--- src/rtl/led_ring_pkg.sv ---
// Shared types and helpers for the LED ring monitor and its decoder.
package led_ring_pkg;

  // Sweep state; the encoding is exactly what appears on the dir output.
  typedef enum logic [1:0] {
    ST_IDLE   = 2'b00,
    ST_FILL   = 2'b01,
    ST_DRAIN  = 2'b10,
    ST_RESYNC = 2'b11
  } state_t;

  localparam int DEFAULT_WIDTH = 16;

  // Bits needed to hold a lit-LED count from 0 up to width inclusive.
  function automatic int lvl_w(input int width);
    return $clog2(width + 1);
  endfunction

endpackage

--- src/rtl/led_thermo_decode.sv ---
// Combinational thermometer decoder: flags whether the word is a legal
// fill pattern (bits [k-1:0] set, rest clear) and reports the lit count.
module led_thermo_decode
  import led_ring_pkg::*;
#(
  parameter int WIDTH = DEFAULT_WIDTH,
  parameter int LVL_W = lvl_w(WIDTH)
) (
  input  logic [WIDTH-1:0] led_q,
  output logic             valid,
  output logic [LVL_W-1:0] level
);

  logic [WIDTH-1:0] w_plus1;

  // A thermometer word plus one carries through every set bit, so the AND
  // of the two is zero; this also holds for all-zeros and all-ones.
  assign w_plus1 = led_q + WIDTH'(1);
  assign valid   = ((led_q & w_plus1) == '0);

  // Population count; equals k for any valid word.
  always_comb begin
    // NOTE: every combinational output gets a default first so no path
    // leaves it unassigned, which would otherwise infer a latch.
    level = '0;
    for (int i = 0; i < WIDTH; i++) begin
      level = level + LVL_W'(led_q[i]);
    end
  end

endmodule

--- src/rtl/led_ring_monitor.sv ---
// Passive observer for the LED ring bus: decodes the registered LED word
// into a fill level and sweep direction, counts completed laps, and flags
// malformed patterns (sticky) and stalled sweeps.
module led_ring_monitor
  import led_ring_pkg::*;
#(
  parameter int WIDTH    = DEFAULT_WIDTH,
  parameter int HOLD_MAX = 1023,
  parameter int LAP_W    = 8
) (
  input  logic                    clk,
  input  logic                    rst_n,
  input  logic                    enable,
  input  logic [WIDTH-1:0]        led,
  input  logic                    err_clear,
  output logic [lvl_w(WIDTH)-1:0] level,
  output logic [1:0]              dir,
  output logic [LAP_W-1:0]        lap_count,
  output logic                    pattern_err,
  output logic                    stall
);

  localparam int LVL_W = lvl_w(WIDTH);
  localparam int CNT_W = (HOLD_MAX < 1) ? 1 : $clog2(HOLD_MAX + 1);

  localparam logic [LVL_W-1:0] FULL_LEVEL = LVL_W'(WIDTH);
  localparam logic [CNT_W-1:0] HOLD_LIMIT = CNT_W'(HOLD_MAX);

  // Registered state
  logic [WIDTH-1:0] r_led_q;
  logic [LVL_W-1:0] r_level;
  state_t           r_state;
  logic [LAP_W-1:0] r_lap;
  logic             r_err;
  logic [CNT_W-1:0] r_cnt;
  logic             r_stall;

  // Decode and next-state signals
  logic             w_valid;
  logic [LVL_W-1:0] w_dec_level;
  logic signed [LVL_W:0] w_delta;
  logic             w_change;
  logic             w_up;
  logic             w_dn;
  logic             w_jump;
  logic             w_err_ev;
  logic             w_lap_inc;
  state_t           w_state_nxt;
  logic [CNT_W-1:0] w_cnt_nxt;

  led_thermo_decode #(
    .WIDTH (WIDTH),
    .LVL_W (LVL_W)
  ) u_decode (
    .led_q (r_led_q),
    .valid (w_valid),
    .level (w_dec_level)
  );

  // Level step with one extra sign bit so a drop cannot wrap into a rise.
  assign w_delta  = $signed({1'b0, w_dec_level}) - $signed({1'b0, r_level});
  assign w_change = w_valid && (w_dec_level != r_level);
  assign w_up     = (w_delta == $signed({{LVL_W{1'b0}}, 1'b1}));
  assign w_dn     = (w_delta == '1);
  assign w_jump   = w_change && !w_up && !w_dn;

  // Input stage: every decision is taken on the registered copy of led.
  always_ff @(posedge clk or negedge rst_n) begin
    // NOTE: sequential state uses non-blocking assignments so every
    // register samples pre-edge values regardless of statement order.
    if (!rst_n) begin
      r_led_q <= '0;
    end else if (enable) begin
      r_led_q <= led;
    end
  end

  // Sweep FSM next-state, error detection and lap event.
  always_comb begin
    w_state_nxt = r_state;
    w_err_ev    = 1'b0;
    w_lap_inc   = 1'b0;
    unique case (r_state)
      ST_RESYNC: begin
        // Errors are ignored here. Any valid empty word re-arms the
        // monitor, even when the level already reads 0, so a ring that
        // faulted while empty is not stranded in RESYNC.
        if (w_valid && (w_dec_level == '0)) begin
          w_state_nxt = ST_IDLE;
        end
      end
      ST_IDLE: begin
        if (!w_valid || w_jump) begin
          w_err_ev = 1'b1;
        end else if (w_up) begin
          w_state_nxt = ST_FILL;
        end
      end
      ST_FILL: begin
        if (!w_valid || w_jump) begin
          w_err_ev = 1'b1;
        end else if (w_dn) begin
          // Draining may only start from a completely lit ring.
          if (r_level == FULL_LEVEL) begin
            w_state_nxt = ST_DRAIN;
          end else begin
            w_err_ev = 1'b1;
          end
        end
      end
      ST_DRAIN: begin
        if (!w_valid || w_jump || w_up) begin
          w_err_ev = 1'b1;
        end else if (w_dn && (w_dec_level == '0)) begin
          w_state_nxt = ST_IDLE;
          w_lap_inc   = 1'b1;
        end
      end
      default: begin
        w_state_nxt = ST_RESYNC;
      end
    endcase
    if (w_err_ev) begin
      w_state_nxt = ST_RESYNC;
    end
  end

  // State, level and lap registers.
  always_ff @(posedge clk or negedge rst_n) begin
    if (!rst_n) begin
      r_state <= ST_IDLE;
      r_level <= '0;
      r_lap   <= '0;
    end else if (enable) begin
      r_state <= w_state_nxt;
      if (w_valid) begin
        r_level <= w_dec_level;
      end
      if (w_lap_inc) begin
        r_lap <= r_lap + LAP_W'(1);
      end
    end
  end

  // Sticky error flag; a new error outranks a simultaneous clear.
  always_ff @(posedge clk or negedge rst_n) begin
    if (!rst_n) begin
      r_err <= 1'b0;
    end else if (enable) begin
      if (w_err_ev) begin
        r_err <= 1'b1;
      end else if (err_clear) begin
        r_err <= 1'b0;
      end
    end
  end

  // Stall counter next value: counts unchanged cycles mid-sweep, saturating.
  always_comb begin
    w_cnt_nxt = r_cnt;
    if (w_change || w_err_ev || (r_state == ST_IDLE) || (r_state == ST_RESYNC)) begin
      w_cnt_nxt = '0;
    end else if (r_cnt != HOLD_LIMIT) begin
      w_cnt_nxt = r_cnt + CNT_W'(1);
    end
  end

  // Stall counter and its registered limit flag.
  always_ff @(posedge clk or negedge rst_n) begin
    if (!rst_n) begin
      r_cnt   <= '0;
      r_stall <= 1'b0;
    end else if (enable) begin
      r_cnt   <= w_cnt_nxt;
      r_stall <= (w_cnt_nxt == HOLD_LIMIT);
    end
  end

  assign level       = r_level;
  assign dir         = r_state;
  assign lap_count   = r_lap;
  assign pattern_err = r_err;
  assign stall       = r_stall;

endmodule

--- config.mk ---
export PLATFORM = sky130hd
export DESIGN_NAME = led_ring_monitor
export DESIGN_NICKNAME = d
export VERILOG_FILES = /design/src/rtl/led_ring_pkg.sv /design/src/rtl/led_thermo_decode.sv /design/src/rtl/led_ring_monitor.sv
export SDC_FILE = /design/constraint.sdc
export NUM_CORES = 1
export LEC_CHECK = 0
export BUFFER_PORTS_ARGS = -buffer_cell sky130_fd_sc_hd__clkbuf_2
export CAP_MARGIN = 20
export CORE_MARGIN = 2
export CORE_UTILIZATION = 53
export CTS_CLUSTER_DIAMETER = 80
export DETAILED_ROUTE_END_ITERATION = 6
export GPL_TIMING_DRIVEN = 0
export PLACE_DENSITY_LB_ADDON = 0.2
export SYNTH_ARGS = -nofsm -noshare
export SYNTH_HDL_FRONTEND = slang
export SYNTH_HIERARCHICAL = 1
export SYNTH_SLANG_ARGS = --single-unit
export TNS_END_PERCENT = 100
--- constraint.sdc ---
create_clock -name clk -period 5.1 [get_ports clk]
set_clock_uncertainty 0.15 [all_clocks]
set_input_delay 0.765 -clock clk [delete_from_list [all_inputs] [get_ports clk]]
set_output_delay 0.765 -clock clk [all_outputs]
set_load 0.1 [all_outputs]
==> results <==
- For this design the ratio of total power to cell area is 649 mW/mm^2.
- After filler insertion, the fill cell instance count of the layout stands at 405.
- Once placement finished, the instance area stood at 0.00325 mm^2.
- By area the synthesized netlist is led by sky130_fd_sc_hd__dfrtp_1 36%, sky130_fd_sc_hd__fa_1 7.4%, sky130_fd_sc_hd__mux2_2 6.8%.
- The CTS buffer count is 5.
- The full die area is 0.00625 mm^2.
- The buffer levels on the longest clock path is 2.
- Including well taps, the total number of placed cells is 415.
- After global routing the overflow that remains totals 0.
- The HPWL after detailed placement is 4710 um.
- The initial antenna violation count is 0.
- Entering global routing, the biggest net connects 44 pins.
- The endpoint class of the critical path is a register.
- The area fraction of the dominant cell type after synthesis is 36.0%.
- The post-synthesis average cell area is 9.70 um^2.
- The TritonCTS clock tree is done.
- In this run the worst path has a maximum fanout of 2.
- At the worst endpoint, the required time is 5130 ps.
- At the placement stage, the worst setup path has a slack of -394 ps.
- The total internal power is 1.41 mW.
- Across the run, the number of max-cap violations was 0.
- The global-route wire length before repair is 12500 um.
- The clock tree root buffer cell is sky130_fd_sc_hd__clkbuf_8.
- After detailed routing, the average wire length per cell comes to 16.6 um.
- The detailed-router iteration count before antenna repair is 4.
- The starting density of the core is 54.6%.
- STA puts the critical path data arrival time at 5390 ps.
- Clock-pin slew was measured on the worst setup and hold paths at 90 ps.
- Input and output buffers added on the ports amount to 35.
- The H-tree depth is 2.
- In the routed design, unresolved DRC markers number 0.
- Leaving out filler cells and counting taps, the final layout contains 475.
- In this run, the combinational gates consume 74.4% of the power.
- For this design the top-level I/O count stands at 37.
- The setup violation total in the final timing report is 13.
- At the pin with the least slew margin, the transition time is 583 ps.
- The post-synthesis cell type with the largest combined area is sky130_fd_sc_hd__dfrtp_1.
- For the finished layout, the period the worst path requires is 5360 ps.
- Per report_power, the sequential group accounts for 14.8% of the total.
- The area growth from synthesis to layout is 33.6%.
- The final layout net count is 447.
- After the first detailed-routing iteration, the DRC count stood at 132.
- The post-synthesis cell type count is 58.
- The checks that failed: negative setup slack.
- Routability-driven placement finished with a final weighted congestion of 0.879.
- The number of warnings printed during yosys synthesis is 6.
- Summed over all nets, the switching power comes to 1.18 mW.
- The number of core rows is 27.
- Timing would allow up to 0.187 GHz.
- In this run the static leakage power is 1.86 nW.
- For this design, the sink count on the clock tree is 43.
- The share of the cycle needed by the critical path after routing is 105%.
- In this run switching power makes up 45.6% of total power.
- The most instantiated flip-flop cell in the synthesis netlist is sky130_fd_sc_hd__dfrtp_1.
- In this run the worst hold path is classified as primary input to asynchronous set/reset pin.
- The via count of the first global-routing pass came to 2715.
- The count of hold-fix buffers inserted at cts is 0.
- The average vias per placed instance is 5.72.
- The async set-or-reset flop fraction in the synthesized netlist is 100%.
- The start-to-end type of the worst setup path is register to register.
- The post-synthesis cell count is 308.
- The global routing usage summed across all routing layers is 25.8%.
- Setup repair after global routing could not meet its margin everywhere.
- The clock share of power is 10.8%.
- The source-to-sink clock delay at the later pin of the worst-skew pair is 300 ps.
- In the final layout, the share of cells above drive strength 1 is 40.7%.
- Once routing completed, OpenROAD measured the worst setup slack at -261 ps.
- The final-report max-slew violation count is 0.
- The antenna diode instance count is 0.
- The net count of the mapped netlist is 353.
- The flow ran to the end, but the final reports show violations.
- The worst pin sits at a relative slew slack of 61.2%.
- The number of failing hold endpoints at the final stage is 0.
- The worst-case IR drop observed on VDD is 0.000720 V.
- After routing, the total negative slack on setup checks comes to -1710 ps.
- The total wire length is 7900 um.
- The share of the yosys chip area belonging to registers is 36.0%.
- The die is 79.1 um wide.
- The count of nets left with antenna violations once routing finished came out at 0.
- The post-synthesis instance area is 0.00299 mm^2.
- The floorplan step set the die height to 79.1 um.
- The critical path startpoint category is a register.
- The register bit count reported by yosys is 43.
- The core region is 0.00547 mm^2.
- With fillers left out, the area of the finished cells amounts to 0.00399 mm^2.
- The routed layout has 2717 vias.
- The number of flops mapped to enable cells by yosys is 0.
critical path: stages (launching register included):
cell                      delay, ps
sky130_fd_sc_hd__dfrtp_1        390
sky130_fd_sc_hd__inv_2           60
sky130_fd_sc_hd__fa_1           560
sky130_fd_sc_hd__fa_1           440
sky130_fd_sc_hd__fa_2           570
sky130_fd_sc_hd__fa_1           410
sky130_fd_sc_hd__inv_1           70
sky130_fd_sc_hd__ha_2           180
sky130_fd_sc_hd__inv_2           40
sky130_fd_sc_hd__fa_2           520
sky130_fd_sc_hd__inv_2           50
sky130_fd_sc_hd__fa_2           460
sky130_fd_sc_hd__or4_4          530
sky130_fd_sc_hd__a21o_1         180
sky130_fd_sc_hd__or3_4          340
sky130_fd_sc_hd__a41oi_2        170
sky130_fd_sc_hd__a31oi_1        120
Yosys cell counts, drive strengths merged, types with 2 or more instances:
library cell  number
o41ai              2
nand2             19
a22oi              2
and3               5
nand3              8
nor4               2
xor2               4
or3                3
nor2              10
nor3               5
and2               2
o31ai              5
a211oi             2
nand3b             2
and4               2
o21a               2
ha                14
mux2              19
inv               39
nor2b              6
xnor2              9
clkbuf             6
fa                11
a41oi              5
nand4             15
a21oi             17
or4                3
o21ai             22
buf                3
a31oi              3
dfrtp             43
a21o               3
timing repair:
action                                  4_1_cts  5_1_grt
buffers inserted                             42       11
pin swaps                                    11       15
gates resized for setup                      29       25
endpoints found under the setup margin       21       26
layer usage:
layer	part of all wire (%)	routed length, um	GRT usage, %
met4	3.0	238	14.7
met1	43	3360	32.5
met5	0	0	0
met3	4.5	352	4.55
met2	50	3950	41.7
registers in the layout, summed over array words and instances, names as in the netlist:
name / cells
level: 5
pattern_err: 1
lap_count: 8
stall: 1
r_led_q: 16
dir: 2
r_cnt: 10
power by group through the flow:
stage | sequential, mW | clock, mW | combinational [mW]
6_report | 0.384 | 0.279 | 1.93
3_3_place_gp | 0.392 | 0 | 1.26
5_1_grt | 0.388 | 0.298 | 2.09
4_1_cts | 0.383 | 0.287 | 1.72
3_5_place_dp | 0.393 | 0 | 1.30
2_1_floorplan | 0.445 | 0 | 0.998
final timing paths:
| check | slack, ps | startpoint | cells after the start | endpoint |
|---|---|---|---|---|
| min in group clk | 330 | lap_count[7] | 1 | lap_count[7] |
| setup / recovery | -260 | r_led_q[0] | 16 | dir[1] |
| hold / removal | 190 | rst_n | 1 | r_led_q[4] |
| max in group asynchronous | 4120 | rst_n | 2 | r_led_q[11] |
| hold reg to reg | 330 | lap_count[7] | 1 | lap_count[7] |
| setup reg to reg | -260 | r_led_q[0] | 16 | dir[1] |
layout make-up:
type	count	area, um^2	share of cell area, %
Buffer	9	45.0	1.13
Clock buffer	6	82.6	2.07
Clock inverter	2	35.0	0.878
Inverter	39	146	3.67
Multi-Input combinational cell	217	1920	48.0
Sequential cell	43	1080	27.0
Tap cell	72	90.1	2.26
Timing Repair Buffer	87	597	15.0
metrics by stage:
step           util (%)  hold WS, ps  power [mW]
3_3_place_gp       59.5          311        1.65
5_1_grt            72.9          196        2.78
3_5_place_dp       59.5          318        1.69
2_1_floorplan         -          319        1.44
6_report           72.9          190        2.59
4_1_cts            69.4          330        2.39
cell usage in the layout (no fill, tap or decap), types with 4 or more instances in the layout:
master                      n
sky130_fd_sc_hd__dfrtp_1   42
sky130_fd_sc_hd__fa_1       8
sky130_fd_sc_hd__buf_4     46
sky130_fd_sc_hd__xor2_1     4
sky130_fd_sc_hd__a21oi_1   14
sky130_fd_sc_hd__ha_4       5
sky130_fd_sc_hd__inv_1     32
sky130_fd_sc_hd__ha_1       8
sky130_fd_sc_hd__nor3_1     4
sky130_fd_sc_hd__nand4_1   13
sky130_fd_sc_hd__xnor2_1    5
sky130_fd_sc_hd__o21ai_0   19
sky130_fd_sc_hd__nand2_1   17
sky130_fd_sc_hd__and3_1     4
sky130_fd_sc_hd__a41oi_1    4
sky130_fd_sc_hd__clkbuf_8   6
sky130_fd_sc_hd__clkbuf_1   5
sky130_fd_sc_hd__nand3_1    8
sky130_fd_sc_hd__o31ai_1    5
sky130_fd_sc_hd__inv_2      7
sky130_fd_sc_hd__buf_6      6
sky130_fd_sc_hd__xnor2_2    4
sky130_fd_sc_hd__nor2b_1    4
sky130_fd_sc_hd__nor2_1     9
sky130_fd_sc_hd__clkbuf_2  35
sky130_fd_sc_hd__mux2_2    18
logic make-up after synthesis:
| group | share of synthesized area (%) |
|---|---|
| adders and majority gates | 13.6 |
| DFF | 36.0 |
| and+or+nand+nor | 17.3 |
| muxes | 7.16 |
| AOI/OAI and AO/OA | 16.0 |
| xor gates and xnor gates | 3.81 |
| buffers and inverters | 6.16 |
No activity file was read; power rests on OpenSTA's default activity.
